==> src/rtl/matrix_ctrl_pkg.sv <==
// matrix_ctrl_pkg
// Shared widths, limits and the sequencer state type for matrix_mult_ctrl
// and its result-hold sub-module.
package matrix_ctrl_pkg;

  localparam int DATA_W        = 8;
  localparam int ACC_W         = 16;

  localparam int FRAME_LEN_MAX = 255;
  localparam int MULT_LAT_MAX  = 7;

  // Sample counter must reach FRAME_LEN itself; latency counter reaches MULT_LAT.
  localparam int SCNT_W = $clog2(FRAME_LEN_MAX + 1);
  localparam int LCNT_W = $clog2(MULT_LAT_MAX + 1);

  typedef enum logic [2:0] {
    ST_IDLE  = 3'd0,
    ST_CLEAR = 3'd1,
    ST_FEED  = 3'd2,
    ST_DRAIN = 3'd3,
    ST_OUT   = 3'd4
  } state_e;

endpackage

==> src/rtl/matrix_ctrl_result_hold.sv <==
// matrix_ctrl_result_hold
// Capture register bank for the four accumulator words plus the result
// valid/ready hold. The captured words stay put until the next capture,
// including after the result has been accepted.
// Optional feature: MATRIX_CTRL_SYMCHK_EN adds sym_err_o, loaded at each
// capture with (a12 != a21).
// Ports:
//   clk_i, rst_ni       clock, synchronous active-low reset
//   capture_i           load a*_i into m*_o and raise m_valid_o
//   a11_i..a22_i        datapath accumulator words
//   m_ready_i           downstream accept
//   m_valid_o           result valid, held until accepted
//   m11_o..m22_o        captured matrix
//   sym_err_o           (optional) symmetry mismatch flag
module matrix_ctrl_result_hold
  import matrix_ctrl_pkg::*;
(
  input  logic             clk_i,
  input  logic             rst_ni,
  input  logic             capture_i,
  input  logic [ACC_W-1:0] a11_i,
  input  logic [ACC_W-1:0] a12_i,
  input  logic [ACC_W-1:0] a21_i,
  input  logic [ACC_W-1:0] a22_i,
  input  logic             m_ready_i,
  output logic             m_valid_o,
  output logic [ACC_W-1:0] m11_o,
  output logic [ACC_W-1:0] m12_o,
  output logic [ACC_W-1:0] m21_o,
  output logic [ACC_W-1:0] m22_o
`ifdef MATRIX_CTRL_SYMCHK_EN
  ,
  output logic             sym_err_o
`endif
);

  logic [ACC_W-1:0] m11_q, m11_d;
  logic [ACC_W-1:0] m12_q, m12_d;
  logic [ACC_W-1:0] m21_q, m21_d;
  logic [ACC_W-1:0] m22_q, m22_d;
  logic             valid_q, valid_d;

  always_comb begin
    m11_d   = m11_q;
    m12_d   = m12_q;
    m21_d   = m21_q;
    m22_d   = m22_q;
    valid_d = valid_q;
    if (capture_i) begin
      m11_d   = a11_i;
      m12_d   = a12_i;
      m21_d   = a21_i;
      m22_d   = a22_i;
      valid_d = 1'b1;
    end else if (valid_q && m_ready_i) begin
      valid_d = 1'b0;
    end
  end

  always_ff @(posedge clk_i) begin
    if (!rst_ni) begin
      m11_q   <= '0;
      m12_q   <= '0;
      m21_q   <= '0;
      m22_q   <= '0;
      valid_q <= 1'b0;
    end else begin
      m11_q   <= m11_d;
      m12_q   <= m12_d;
      m21_q   <= m21_d;
      m22_q   <= m22_d;
      valid_q <= valid_d;
    end
  end

  assign m_valid_o = valid_q;
  assign m11_o     = m11_q;
  assign m12_o     = m12_q;
  assign m21_o     = m21_q;
  assign m22_o     = m22_q;

`ifdef MATRIX_CTRL_SYMCHK_EN
  logic sym_q, sym_d;

  always_comb begin
    sym_d = sym_q;
    if (capture_i) begin
      sym_d = (a12_i != a21_i);
    end
  end

  always_ff @(posedge clk_i) begin
    if (!rst_ni) begin
      sym_q <= 1'b0;
    end else begin
      sym_q <= sym_d;
    end
  end

  assign sym_err_o = sym_q;
`endif

endmodule

==> src/rtl/matrix_mult_ctrl.sv <==
// matrix_mult_ctrl
// Frame sequencer for the 2x2 channel-product datapath: clears the
// accumulators, feeds FRAME_LEN sample pairs with a gated multiply enable,
// waits out the datapath latency, then presents the captured matrix.
// Optional feature: define MATRIX_CTRL_SYMCHK_EN to add O_sym_err
// (set at capture when I_a12 != I_a21).
// Parameters: FRAME_LEN (2..255) sample pairs per frame,
//             MULT_LAT  (1..7) datapath latency in cycles.
// Ports:
//   I_sys_clk, I_sys_rstn          clock, synchronous active-low reset
//   I_start                        frame request (only seen in IDLE)
//   I_s_valid/O_s_ready            sample stream handshake
//   I_s_cha, I_s_chb               channel samples
//   O_mult_ena, O_channela/b       registered enable and samples to datapath
//   O_acc_clr_n                    one-cycle active-low accumulator clear
//   I_a11..I_a22                   datapath accumulator words
//   O_m_valid/I_m_ready            result handshake
//   O_m11..O_m22                   captured matrix
//   O_busy                         high outside IDLE
//
// state | meaning
// IDLE  | waiting for I_start
// CLEAR | one-cycle accumulator clear, sample counter zeroed
// FEED  | accepting sample pairs until FRAME_LEN handshakes
// DRAIN | MULT_LAT+1 cycles for the last product to land; capture on last
// OUT   | result held valid until I_m_ready
module matrix_mult_ctrl
  import matrix_ctrl_pkg::*;
#(
  parameter int FRAME_LEN = 16,
  parameter int MULT_LAT  = 1
) (
  input  logic              I_sys_clk,
  input  logic              I_sys_rstn,
  input  logic              I_start,
  input  logic              I_s_valid,
  output logic              O_s_ready,
  input  logic [DATA_W-1:0] I_s_cha,
  input  logic [DATA_W-1:0] I_s_chb,
  output logic              O_mult_ena,
  output logic [DATA_W-1:0] O_channela,
  output logic [DATA_W-1:0] O_channelb,
  output logic              O_acc_clr_n,
  input  logic [ACC_W-1:0]  I_a11,
  input  logic [ACC_W-1:0]  I_a12,
  input  logic [ACC_W-1:0]  I_a21,
  input  logic [ACC_W-1:0]  I_a22,
  output logic              O_m_valid,
  input  logic              I_m_ready,
  output logic [ACC_W-1:0]  O_m11,
  output logic [ACC_W-1:0]  O_m12,
  output logic [ACC_W-1:0]  O_m21,
  output logic [ACC_W-1:0]  O_m22,
  output logic              O_busy
`ifdef MATRIX_CTRL_SYMCHK_EN
  ,
  output logic              O_sym_err
`endif
);

  localparam logic [SCNT_W-1:0] SCNT_LAST = SCNT_W'(FRAME_LEN - 1);
  localparam logic [LCNT_W-1:0] LCNT_LAST = LCNT_W'(MULT_LAT);

  state_e              state_q, state_d;
  logic [SCNT_W-1:0]   scnt_q, scnt_d;
  logic [LCNT_W-1:0]   lcnt_q, lcnt_d;
  logic                s_ready_q, s_ready_d;
  logic                mult_ena_q, mult_ena_d;
  logic [DATA_W-1:0]   cha_q, cha_d;
  logic [DATA_W-1:0]   chb_q, chb_d;
  logic                acc_clr_n_q, acc_clr_n_d;
  logic                capture;
  logic                hs;

  // s_ready_q is only ever high in FEED, so it doubles as the FEED qualifier.
  assign hs = s_ready_q & I_s_valid;

  always_comb begin
    state_d    = state_q;
    scnt_d     = scnt_q;
    lcnt_d     = lcnt_q;
    mult_ena_d = 1'b0;
    cha_d      = cha_q;
    chb_d      = chb_q;
    capture    = 1'b0;

    case (state_q)
      ST_IDLE: begin
        if (I_start) begin
          state_d = ST_CLEAR;
        end
      end
      ST_CLEAR: begin
        scnt_d  = '0;
        state_d = ST_FEED;
      end
      ST_FEED: begin
        if (hs) begin
          cha_d      = I_s_cha;
          chb_d      = I_s_chb;
          mult_ena_d = 1'b1;
          scnt_d     = scnt_q + SCNT_W'(1);
          if (scnt_q == SCNT_LAST) begin
            lcnt_d  = '0;
            state_d = ST_DRAIN;
          end
        end
      end
      ST_DRAIN: begin
        if (lcnt_q == LCNT_LAST) begin
          capture = 1'b1;
          state_d = ST_OUT;
        end else begin
          lcnt_d = lcnt_q + LCNT_W'(1);
        end
      end
      ST_OUT: begin
        if (I_m_ready) begin
          state_d = ST_IDLE;
        end
      end
      default: begin
        state_d = ST_IDLE;
      end
    endcase

    // Registered from the next state so both flags line up with the state.
    s_ready_d   = (state_d == ST_FEED);
    acc_clr_n_d = (state_d != ST_CLEAR);
  end

  always_ff @(posedge I_sys_clk) begin
    if (!I_sys_rstn) begin
      state_q     <= ST_IDLE;
      scnt_q      <= '0;
      lcnt_q      <= '0;
      s_ready_q   <= 1'b0;
      mult_ena_q  <= 1'b0;
      cha_q       <= '0;
      chb_q       <= '0;
      acc_clr_n_q <= 1'b1;
    end else begin
      state_q     <= state_d;
      scnt_q      <= scnt_d;
      lcnt_q      <= lcnt_d;
      s_ready_q   <= s_ready_d;
      mult_ena_q  <= mult_ena_d;
      cha_q       <= cha_d;
      chb_q       <= chb_d;
      acc_clr_n_q <= acc_clr_n_d;
    end
  end

  assign O_s_ready   = s_ready_q;
  assign O_mult_ena  = mult_ena_q;
  assign O_channela  = cha_q;
  assign O_channelb  = chb_q;
  assign O_acc_clr_n = acc_clr_n_q;
  assign O_busy      = (state_q != ST_IDLE);

  matrix_ctrl_result_hold u_hold (
    .clk_i     (I_sys_clk),
    .rst_ni    (I_sys_rstn),
    .capture_i (capture),
    .a11_i     (I_a11),
    .a12_i     (I_a12),
    .a21_i     (I_a21),
    .a22_i     (I_a22),
    .m_ready_i (I_m_ready),
    .m_valid_o (O_m_valid),
    .m11_o     (O_m11),
    .m12_o     (O_m12),
    .m21_o     (O_m21),
    .m22_o     (O_m22)
`ifdef MATRIX_CTRL_SYMCHK_EN
    ,
    .sym_err_o (O_sym_err)
`endif
  );

endmodule

==> config.mk <==
export PLATFORM = sky130hd
export DESIGN_NAME = matrix_mult_ctrl
export DESIGN_NICKNAME = d
export VERILOG_FILES = /design/src/rtl/matrix_ctrl_pkg.sv /design/src/rtl/matrix_ctrl_result_hold.sv /design/src/rtl/matrix_mult_ctrl.sv
export SDC_FILE = /design/constraint.sdc
export NUM_CORES = 1
export LEC_CHECK = 0
export CORE_ASPECT_RATIO = 0.9
export CORE_MARGIN = 5
export CORE_UTILIZATION = 40
export CTS_BUF_LIST = sky130_fd_sc_hd__clkbuf_2 sky130_fd_sc_hd__clkbuf_4 sky130_fd_sc_hd__clkbuf_8
export DETAILED_ROUTE_END_ITERATION = 12
export DONT_BUFFER_PORTS = 1
export HOLD_SLACK_MARGIN = 0.06
export PLACE_DENSITY = 0.53
export SLEW_MARGIN = 40
export SYNTH_ARGS = -nofsm -noshare
export SYNTH_HDL_FRONTEND = slang
export SYNTH_SLANG_ARGS = --single-unit
==> constraint.sdc <==
create_clock -name I_sys_clk -period 3.3 [get_ports I_sys_clk]
set_input_delay 0.165 -clock I_sys_clk [delete_from_list [all_inputs] [get_ports I_sys_clk]]
set_output_delay 0.165 -clock I_sys_clk [all_outputs]
set_load 0.01 [all_outputs]
* After elaboration in Yosys (flattened, before gate mapping) *
Index checks and enable logic that the tools add are counted.

cells by class
  multiplexer cells = 17
  bitwise operators = 1
  add/subtract/negate cells = 2
  reductions and logical operators = 10
  equal/unequal tests = 11

operators with widths
  operator                                               number
  two-way mux 3 bit                                      8
  one-hot mux 8 bit (2 select lines)                     1
  one-hot mux 3 bit (5 select lines)                     1
  equality test 3 x 2 -> 1 bit, second input constant    3
  adder 8 x 1 -> 8 bit, second input constant            1
  equality test 8 x 4 -> 1 bit, second input constant    1
  two-way mux 8 bit                                      1
  equality test 3 x 1 -> 1 bit, second input constant    2
  inequality test 2 bit, second input constant           3
  one-hot mux 3 bit (2 select lines)                     1
  AND reduction 2 bit                                    3
  nonzero test 2 bit                                     3
  two-way mux 1 bit                                      5
  AND reduction 4 bit                                    1
  adder 3 x 1 -> 3 bit, second input constant            1
  equality test 3 bit, second input constant             1
  zero test 3 bit                                        1
  inequality test 3 x 1 -> 1 bit, second input constant  1
  nonzero test 3 bit                                     1
  AND 1 bit                                              1
  logical AND 1 bit                                      1

storage, ports and cells
  word-level logic and storage cells = 54
  register bits after elaboration = 98

* Logic depth before layout (Yosys ltp) *
Gate-level depths: netlist of the first run.

  depth in word-level cells = 5
  mapped depth = 8
  depth with buffers taken out = 6

* Hierarchy *
Synthesis of the first run repeated with hierarchy kept, for this count alone.

second synthesis, totals
  cells, all modules = 365
  area total of the unflattened synthesis = 4,017.6 µm²

by module, submodules not included
  module                   seq. area each (µm²)  cells an instance  area an instance (µm²)  times used
  matrix_ctrl_result_hold  1,301.2               209                2,497.4                 1
  matrix_mult_ctrl         660.6                 156                1,520.2                 1

* Least setup slack after synthesis of the first run *
Ideal clock, no wire load.

  path kind = register -> register
  start = register lcnt_q[0]
  end = register u_hold.m21_q[4], in the netlist u_hold.m21_o[4]
  stages on the path, launching flop included = 8
  data required time = 3,184 ps
  setup slack = 1,821 ps
  setup time = 116 ps
  arrival time = 1,363 ps
  buffers on the path = 2
  cells stage by stage = dfxtp_1 > ha_1 > nand4b_2 > or2_1 > buf_6 > buf_6 > nand2_1 > a21boi_1

on the way
  word-level cells in the longest chain between the ends = 3

ends and longest elaborated chain
  element                       RTL line                       source
  from (decl)                   matrix_mult_ctrl.sv:66         logic [LCNT_W-1:0] lcnt_q, lcnt_d;
  from (signal assigned)        matrix_mult_ctrl.sv:145        lcnt_q <= lcnt_d;
  equality test 3 x 1 -> 1 bit  matrix_mult_ctrl.sv:110        if (lcnt_q == LCNT_LAST) begin
  two-way mux 1 bit             matrix_mult_ctrl.sv:110
  two-way mux 1 bit             matrix_mult_ctrl.sv:87         case (state_q)
  to (signal assigned)          matrix_ctrl_result_hold.sv:70  m21_q <= m21_d;
  to (decl)                     matrix_ctrl_result_hold.sv:39  logic [ACC_W-1:0] m21_q, m21_d;

No other way between the ends.
A chain may end at the register's enable or synchronous reset.

* Worst setup path after layout of the first run *
  start = register state_q[2]
  end = register acc_clr_n_q, in the netlist O_acc_clr_n

on the way
  word-level cells in the longest chain between the ends = 4

ends and longest elaborated chain
  element                               RTL line                 source
  from (decl)                           matrix_mult_ctrl.sv:64   state_e state_q, state_d;
  from (signal assigned)                matrix_mult_ctrl.sv:143  state_q <= state_d;
  two-way mux 3 bit                     matrix_mult_ctrl.sv:103  if (scnt_q == SCNT_LAST) begin
  two-way mux 3 bit                     matrix_mult_ctrl.sv:98   if (hs) begin
  one-hot mux 3 bit (5 select lines) *  matrix_mult_ctrl.sv:87
  inequality test 3 x 1 -> 1 bit *      matrix_mult_ctrl.sv:129  acc_clr_n_d = (state_d != ST_CLEAR);
  to (signal assigned)                  matrix_mult_ctrl.sv:150  acc_clr_n_q <= acc_clr_n_d;
  to (decl)                             matrix_mult_ctrl.sv:71   logic acc_clr_n_q, acc_clr_n_d;

Mark *: on every way between the ends. The rest lies on a longest branch, timed or not.

==> results of run 1 <==
per-stage QoR:
| stage | setup slack, ns | hold slack [ns] | power (mW) | instances |
|---|---|---|---|---|
| after floorplan | 1.82 | 0.300 | 1.27 | 443 |
| after global placement | 1.35 | 0.261 | 1.27 | 543 |
| after detailed placement | 1.30 | 0.262 | 1.27 | 543 |
| after CTS | 0.874 | 0.153 | 2.25 | 643 |
| after global routing | 0.934 | 0.167 | 2.30 | 643 |
| final | 1.12 | 0.174 | 2.22 | 643 |
power by group through the flow:
stage / sequential [mW] / combinational [mW] / clock [mW]
4_1_cts: 1.20 / 0.142 / 0.910
3_5_place_dp: 1.23 / 0.0429 / 0
6_report: 1.20 / 0.142 / 0.878
3_3_place_gp: 1.23 / 0.0437 / 0
5_1_grt: 1.20 / 0.153 / 0.948
2_1_floorplan: 1.22 / 0.0526 / 0
layout by cell type, fill, tap and decap left out, types with 3 or more instances in the layout:
master	n
a21boi_0	43
a21boi_1	38
a21oi_1	5
clkbuf_8	9
dfxtp_1	98
dlygate4sd3_1	83
ha_1	3
inv_1	5
inv_6	3
nand2_1	165
nand2b_1	4
nand3b_1	3
nor2_1	12
xnor2_1	5
cells by family (layout without fill, tap and decap cells):
logic type	count (synthesis)	count (layout)	share of synthesized area, %
AO/OA/AOI/OAI	100	100	19.7
XOR/XNOR	5	5	1.13
adder cells (fa/ha/maj)	3	3	0.967
buffers and inverters	33	107	4.71
flip-flops	98	98	50.5
multiplexers	2	2	0.548
AND/OR/NAND/NOR	202	202	22.4
registers in the layout, summed over array words and instances (netlist names):
register          cells
u_hold.m22_o         16
u_hold.m_valid_o      1
u_hold.m12_o         16
u_hold.m21_o         16
O_channelb            8
O_s_ready             1
state_q               3
O_acc_clr_n           1
lcnt_q                3
O_mult_ena            1
u_hold.m11_o         16
O_channela            8
scnt_q                8
final cells by class:
type                            instances  share of cell area (%)
Timing Repair Buffer                   86                    18.0
Clock buffer                            9                    2.48
Multi-Input combinational cell        312                    34.7
Clock inverter                          7                    2.10
Inverter                                5                   0.375
Sequential cell                        98                    39.2
Tap cell                              126                    3.15
worst max-delay path by stage:
stage	end	slack (ns)	cells after the start
global route	O_acc_clr_n	0.93	5
detailed placement	u_hold.m22_o[5]	1.30	6
floorplan	u_hold.m21_o[4]	1.82	7
CTS	O_acc_clr_n	0.87	5
finish	O_acc_clr_n	1.12	5
global placement	u_hold.m22_o[12]	1.35	7
layer usage:
layer  share of wire (%)  vias up  GRT usage, %
li1                    -     1591             -
met1                  42     1418          19.5
met2                  47      114          26.1
met3                  10        9          6.40
met4                0.97        0          4.75
met5                   0        -             0
timing repair:
| action | 4_1_cts | 5_1_grt |
|---|---|---|
| hold buffers | 84 | 0 |
| endpoints found under the hold margin | 91 | 0 |
| setup endpoints to repair | 0 | 0 |
==> metrics.txt, run 1 <==
status=finished clean; Final Util=between 50 and 60%; Seq cells post-synth=98; sequential share of the synthesized area=50.5%; Netlist Area Pre-Place=around 0.0039 mm^2; die height=103 um; Pleak=1.72 nW; WL final=slightly below 10,000 um; Root Buffer Master=clkbuf_8; Synth area leader=dfxtp_1; Final Hold Fails=0; Worst Tran Pin Value=around 0.72 ns; Top delay family on crit path=simple AND/OR/NAND/NOR gates; Layout area overhead=28.9%; count leader, synth=nand2_1; TNS Setup=0 ns; crit path buf inv count=1; I/O pin cnt=170; I/O Buffers=0; Gate power share=roughly 6.4%; DP Area=a little under 0.004 mm^2; Hold EP=scnt_q[5]; worst hold stages=2; multi-input logic area=between 0.0015 and 0.002 mm^2; Finished Cell Area=between 0.005 and 0.006 mm^2; clock-pin slew on the worst setup and hold paths=~0.090 ns; Filler cells=between 800 and 900; sequential share of power=between 50% and 60%; DRC viols=0; Final Skew=0.0102 ns; Mapped Cells=approximately 440; RSZ-0062 raised after global routing=false; Num CTS Buffers=9; Die X=around 110 um; Pins Over Slew Limit=0; Worst R2R End=O_acc_clr_n; starting density of the core=between 40% and 50%; htree depth=3; postcts setup bufs=0; Num Clock Sinks=98; reg2reg setup slack=~1.1 ns; Worst Hold Class=input port to flop; Crit path required time=approximately 3.6 ns; CP Launch Type=flop; critical-path cell list=nor2_1 > and4_2 > a221o_1 > nand4_1 > dlygate4sd3_1; net switching power=just under 0.5 mW; nets=600; Iter 0 DRT Violations=230; vias per inst=roughly 4.9; worst r2r path cells=5; initial antenna violation count=0; internal power=around 1.7 mW; syn nets=between 500 and 600; number of synthesized flops with an enable pin=0; clock share of power=approximately 40%; CP Max Fanout=22; sequential cell area=~0.002 mm^2; clk_lat worst skew=about 0.36 ns; gr usage total=between 10% and 20%; Yosys top cell area share=between 50% and 60%; core area=0.00957 mm^2; routability cong.=between 0.7 and 0.8; worst vdd ir=roughly 240 uV; Tcrit/Tclk final=66.1%; num rows=34; via count=around 3,100; Antenna Diode Count=0; origin of the worst min-delay path=I_sys_rstn; layout cells sized above 1=6.19%; Yosys cell types=between 40 and 50; Async SR Flop Fraction=0%; Congestion Overflow GR=0; Final Setup Violations=0; ANT nets after route=0; minimum clock period=about 2.2 ns; # resized after CTS=0; Crit path largest cell delay=~0.57 ns; max_cap viols=0; CTS tree=built; Routed wire per std cell=15.2 um; first drt pass iteration count=4; DIE AREA=between 0.01 and 0.015 mm^2; clk buf depth=2; worst reg2reg startpoint=state_q[2]; Max-slew headroom=approximately half; Pwr Density=444 mW/mm^2; yosys warns=0; Primary FF master, synth=dfxtp_1; first-pass GRT wire length=about 15,000 um; WP data arrival=between 2 and 2.5 ns; vias in the first global route=3,095; slowest stage cell, crit path=dlygate4sd3_1; Area contributors post-synth=dfxtp_1 51%, nand2_1 16%, a21boi_0 8.3%, a21boi_1 7.4%, buf_6 1.5%; CP Capture Type=flop; WS Path Type=flop to flop; switch share=22.4%; Setup crit start=state_q[2]; top cells by count, synth=165 x nand2_1, 98 x dfxtp_1, 43 x a21boi_0; max frequency=roughly 0.46 GHz; detailed-placement wirelength estimate=approximately 6300 um; largest net degree at the start of global routing=90; Avg Synthesized Cell Area=just under 9 um^2
No activity file was read; power rests on OpenSTA's default activity.
==> inputs of run 2 (changes only) <==
Clock period 3.3 ns to 2.1 ns, I/O delays scaled along.
==> run 2 against run 1 <==
- combinational power up 65%
- fmax up 8.0%
- critical path type unchanged
- via count up 1.8%
- worst hold slack worse by 0.072 ns
- sequential cell count unchanged
- total power up 55%
- worst setup slack worse by 1.0 ns
- clock power up 50%
==> metrics.txt, run 2 (same netlist as run 1, synthesis figures left out) <==
WP data arrival=2.27 ns (-0.16 ns); Worst Tran Pin Value=0.409 ns (-0.315 ns); worst vdd ir=474 uV (+94%); routability cong.=0.740 (+3.9%); Gate power share=6.8% (+0.4 points); detailed-placement wirelength estimate=6430 um (+2.7%); Final Skew=0.0138 ns (+0.00357 ns); clk buf depth=2 (unchanged); Root Buffer Master=clkbuf_8; status=finished clean; die height=103 um (unchanged); core area=0.00957 mm^2 (unchanged); Final Setup Violations=0 (unchanged); WS Path Type=flop to flop; max_cap viols=0 (unchanged); I/O Buffers=0 (unchanged); Final Hold Fails=0 (unchanged); I/O pin cnt=170 (unchanged); sequential share of power=54.8% (+0.8 points); Congestion Overflow GR=0 (unchanged); DIE AREA=0.0118 mm^2 (unchanged); Pleak=1.76 nW (+1.8%); Pins Over Slew Limit=0 (unchanged); largest net degree at the start of global routing=90 (unchanged); nets=606 (+1.0%); vias in the first global route=3,123 (+0.90%); commonest non-fill, non-tap cell in the layout=nand2_1; Num CTS Buffers=9 (unchanged); layout cells sized above 1=7.27% (+1.1 points); Num Clock Sinks=98 (unchanged); minimum clock period=2.02 ns (-0.162 ns); Tcrit/Tclk final=96.2% (+30 points); Pwr Total=3.43 mW (+55%); internal power=2.73 mW (+58%); RSZ-0062 raised after global routing=false; CP Max Fanout=5 (-77%); DRC viols=0 (unchanged); Worst Hold Class=input port to flop; CTS tree=built; Pwr Density=681 mW/mm^2 (+54%); clock-pin slew on the worst setup and hold paths=0.09 ns (about the same); first-pass GRT wire length=15,500 um (+2.5%); via count=3,187 (+1.8%); vias per inst=4.91 (+0.82%); WL final=10,100 um (+3.6%); gr usage total=16.6% (+0.63 points); most frequent cells in the layout=165 x nand2_1, 96 x dfxtp_1, 84 x dlygate4sd3_1; CP Launch Type=flop; num rows=34 (unchanged); CP Capture Type=flop; clock share of power=38.3% (-1.3 points); clk_lat worst skew=0.36 ns (about the same); switch share=20.5% (-1.9 points); ANT nets after route=0 (unchanged); starting density of the core=40.5% (unchanged); Iter 0 DRT Violations=221 (-3.9%); initial antenna violation count=0 (unchanged); TNS Setup=0 ns (unchanged); Layout area overhead=29.7%; Crit path required time=2.34 ns (-1.21 ns); postcts setup bufs=0 (unchanged); htree depth=3 (unchanged); Routed wire per std cell=15.6 um (+2.7%); Max-slew headroom=72.7% (+21 points); max frequency=0.495 GHz (+8.0%); net switching power=0.702 mW (+41%); Antenna Diode Count=0 (unchanged); first drt pass iteration count=4 (unchanged); Die X=114 um (unchanged)
-- run 2: cell types whose count changed in the layout (fill, tap and decap cells not counted), moves of 2 or more --
cell	delta
dfxtp_2	+2
dfxtp_1	-2
clkbuf_8	+4
clkbuf_4	+2
buf_4	+6
inv_6	-3
-- run 2: power by group through the flow --
stage                     Sequential [mW]  Combinational [mW]  Clock, mW
after global routing                 1.88               0.253       1.44
after global placement               1.92              0.0773          0
after floorplan                      1.92              0.0827          0
after detailed placement             1.92              0.0776          0
after CTS                            1.88               0.234       1.37
final                                1.88               0.235       1.32
-- run 2: worst max-delay path, stage by stage, from the launching register on --
cell and delay, ns:
dfxtp_1 0.35, or4_1 0.56, nor2_1 0.19, a221o_1 0.17
nand4_1 0.08, dlygate4sd3_1 0.56
-- run 2: path summary, 6_finish.rpt --
path,slack [ns],endpoint,cells after the start,from
setup / recovery,0.08,O_acc_clr_n,5,scnt_q[4]
hold / removal,0.10,scnt_q[6],3,I_sys_rstn
setup reg to reg,0.08,O_acc_clr_n,5,scnt_q[4]
hold reg to reg,0.49,lcnt_q[1],2,lcnt_q[1]
-- run 2: per-stage QoR --
stage / std cells / hold slack (ns) / area, um^2 / util [%] / worst slack (ns)
2_1_floorplan: 443 / 0.240 / 3880 / - / 0.621
3_3_place_gp: 548 / 0.200 / 3940 / 41.2 / 0.372
3_5_place_dp: 548 / 0.199 / 3940 / 41.2 / 0.282
4_1_cts: 649 / 0.0835 / 5030 / 52.6 / 0.0559
5_1_grt: 649 / 0.0972 / 5030 / 52.6 / 0.00638
6_report: 649 / 0.102 / 5030 / 52.6 / 0.0796
-- run 2: layout make-up --
cell class                 count  area [um^2]
clock buffer                  15          194
clock inverter                 1         30.0
fill                         872         4540
inverter                       5         18.8
multi-input combinational    312         1740
sequential                    98         1960
tap                          126          158
timing repair buffer          92          933
-- run 2: what timing repair did --
action	in CTS	in global routing
hold buffers	85	0
endpoints found under the setup margin	0	1
hold endpoints to repair	91	0
gates resized for setup	0	2
-- run 2: routing by layer --
metal	global-route usage (%)	vias to the layer above	routed length (um)
li1	-	1600	-
met1	18.7	1458	3940
met2	28.7	124	4990
met3	7.56	5	1130
met4	4.38	0	59
met5	0	-	0
==> inputs of run 3 (changes only) <==
Settings changed: HOLD_SLACK_MARGIN 0.06 to 0.15.
==> run 3 against run 2 <==
- first-iteration DRC count is 10% lower
- core utilization grew 0.46 points
- final cell count grew 0.62%
- sequential share of layout area down 0.34 points
- count of clock-buffer cells in the layout did not move
- worst setup slack gained 0.011 ns
- sequential power barely moved
- clock power is essentially flat
- critical path depth grew 1
- wire length is 0.21% lower
==> metrics.txt, run 3 (same netlist as run 1, synthesis figures left out) <==
status=finished clean; clock share of power=38.3% (about the same); routability cong.=0.740 (unchanged); WHS=0.288 ns (+0.186 ns); CP Max Fanout=20 (+15); TNS Setup=0 ns (unchanged); Num Clock Sinks=98 (unchanged); Tcrit/Tclk final=95.7% (-0.52 points); commonest non-fill, non-tap cell in the layout=nand2_1; DP Area=0.00394 mm^2 (unchanged); Final Setup Violations=0 (unchanged); Crit path required time=2.40 ns (+0.06 ns); DRC viols=0 (unchanged); switch share=20.5% (+0.026 points); core area=0.00957 mm^2 (unchanged); detailed-placement wirelength estimate=6430 um (unchanged); first drt pass iteration count=4 (unchanged); WS Path Type=flop to flop; DIE AREA=0.0118 mm^2 (unchanged); CP Launch Type=flop; Num CTS Buffers=9 (unchanged); Max-slew headroom=72.6% (-0.15 points); internal power=2.73 mW (about the same); Layout area overhead=30.9%; htree depth=3 (unchanged); clk_lat worst skew=0.36 ns (about the same); die height=103 um (unchanged); RSZ-0062 raised after global routing=false; gr usage total=16.5% (-0.037 points); Pleak=1.78 nW (+1.5%); Pins Over Slew Limit=0 (unchanged); vias per inst=4.92 (+0.26%); net switching power=0.703 mW (+0.21%); via count=3,215 (+0.88%); Root Buffer Master=clkbuf_8; Worst Hold Class=input port to flop; max_cap viols=0 (unchanged); Final Skew=0.0119 ns (-0.00186 ns); most frequent cells in the layout=165 x nand2_1, 96 x dfxtp_1, 88 x dlygate4sd3_1; first-pass GRT wire length=15,500 um (unchanged); Finished Cell Area=0.00508 mm^2 (+0.87%); critical-path cell list=nor2_1 > and4_1 > buf_6 > nand2_1 > a21boi_0 > dlygate4sd3_1; WL final=10,100 um (-0.21%); starting density of the core=40.5% (unchanged); Final WS setup=0.0905 ns (+0.0109 ns); clk buf depth=2 (unchanged); Final Hold Fails=0 (unchanged); clock-pin slew on the worst setup and hold paths=0.09 ns (about the same); Gate power share=7.0% (+0.2 points); nets=610 (+0.66%); Iter 0 DRT Violations=198 (-10%); ANT nets after route=0 (unchanged); minimum clock period=2.01 ns (-0.0109 ns); Worst Tran Pin Value=0.411 ns (+0.00228 ns); max frequency=0.498 GHz (+0.54%); worst hold stages=3 (unchanged); Pwr Density=676 mW/mm^2 (-0.77%); Die X=114 um (unchanged); Congestion Overflow GR=0 (unchanged); num rows=34 (unchanged); sequential share of power=54.8% (about the same); worst r2r path cells=6 (+1); Antenna Diode Count=0 (unchanged); I/O Buffers=0 (unchanged); CTS tree=built; WP data arrival=2.31 ns (+0.04 ns); postcts setup bufs=0 (unchanged); Crit path largest cell delay=0.58 ns (+0.02 ns); vias in the first global route=3,126 (+0.096%); Routed wire per std cell=15.5 um (-0.82%); CP Capture Type=flop; layout cells sized above 1=7.21% (-0.055 points); slowest stage cell, crit path=dlygate4sd3_1; initial antenna violation count=0 (unchanged); worst slack, placed=0.282 ns (unchanged); largest net degree at the start of global routing=91 (+1.1%); I/O pin cnt=170 (unchanged); worst vdd ir=480 uV (+1.3%)
[run 3: changes by cell type in the layout (fill, tap and decap cells not counted)]
cell	previous run	this run
buf_6	0	1
buf_4	6	5
dlygate4sd3_1	84	88
[run 3: layout make-up]
cell class | count | area [um^2]
multi-input cells | 312 | 1740
clock inverters | 1 | 30.0
inverters | 5 | 18.8
well taps | 126 | 158
repair buffers | 96 | 977
flip-flops and latches | 98 | 1960
clock buffers | 15 | 194
fillers | 864 | 4490
[run 3: layer usage]
layer  wire, um  track usage (%)  vias up
met5          0                0        -
met4         59             4.38        0
met3       1100             7.62        5
met2       4990             28.8      120
met1       3960             18.5     1482
li1           -                -     1608
[run 3: worst paths after layout]
kind                            startpoint       endpoint  slack (ns)
worst min-delay path             I_s_valid     state_q[0]        0.29
worst min register to register   lcnt_q[1]      lcnt_q[1]        0.49
worst max register to register  state_q[2]  O_channelb[3]        0.09
worst max-delay path            state_q[2]  O_channelb[3]        0.09
[run 3: worst max-delay path: cells and delay by family (launching register included)]
family / cells / cell delay (ns)
AOI/OAI and AO/OA: 1 / 0.21
buffers and inverters: 2 / 0.79
DFF: 1 / 0.41
and+or+nand+nor: 3 / 0.54
[run 3: power by group through the flow]
stage	Clock, mW	Combinational [mW]	Sequential, mW
floorplan	0	0.0827	1.92
global placement	0	0.0773	1.92
detailed placement	0	0.0776	1.92
CTS	1.37	0.238	1.88
global route	1.44	0.256	1.88
finish	1.31	0.239	1.88
[run 3: repair_timing]
action | 4_1_cts | 5_1_grt
hold endpoints to repair | 97 | 0
resized for setup | 0 | 3
hold buffers | 89 | 0
setup endpoints to repair | 0 | 4
[run 3: per-stage QoR]
step / instances / utilization (%) / total power, mW
2_1_floorplan: 443 / - / 2.00
3_3_place_gp: 548 / 41.2 / 2.00
3_5_place_dp: 548 / 41.2 / 2.00
4_1_cts: 653 / 53.0 / 3.49
5_1_grt: 653 / 53.1 / 3.58
6_report: 653 / 53.1 / 3.43
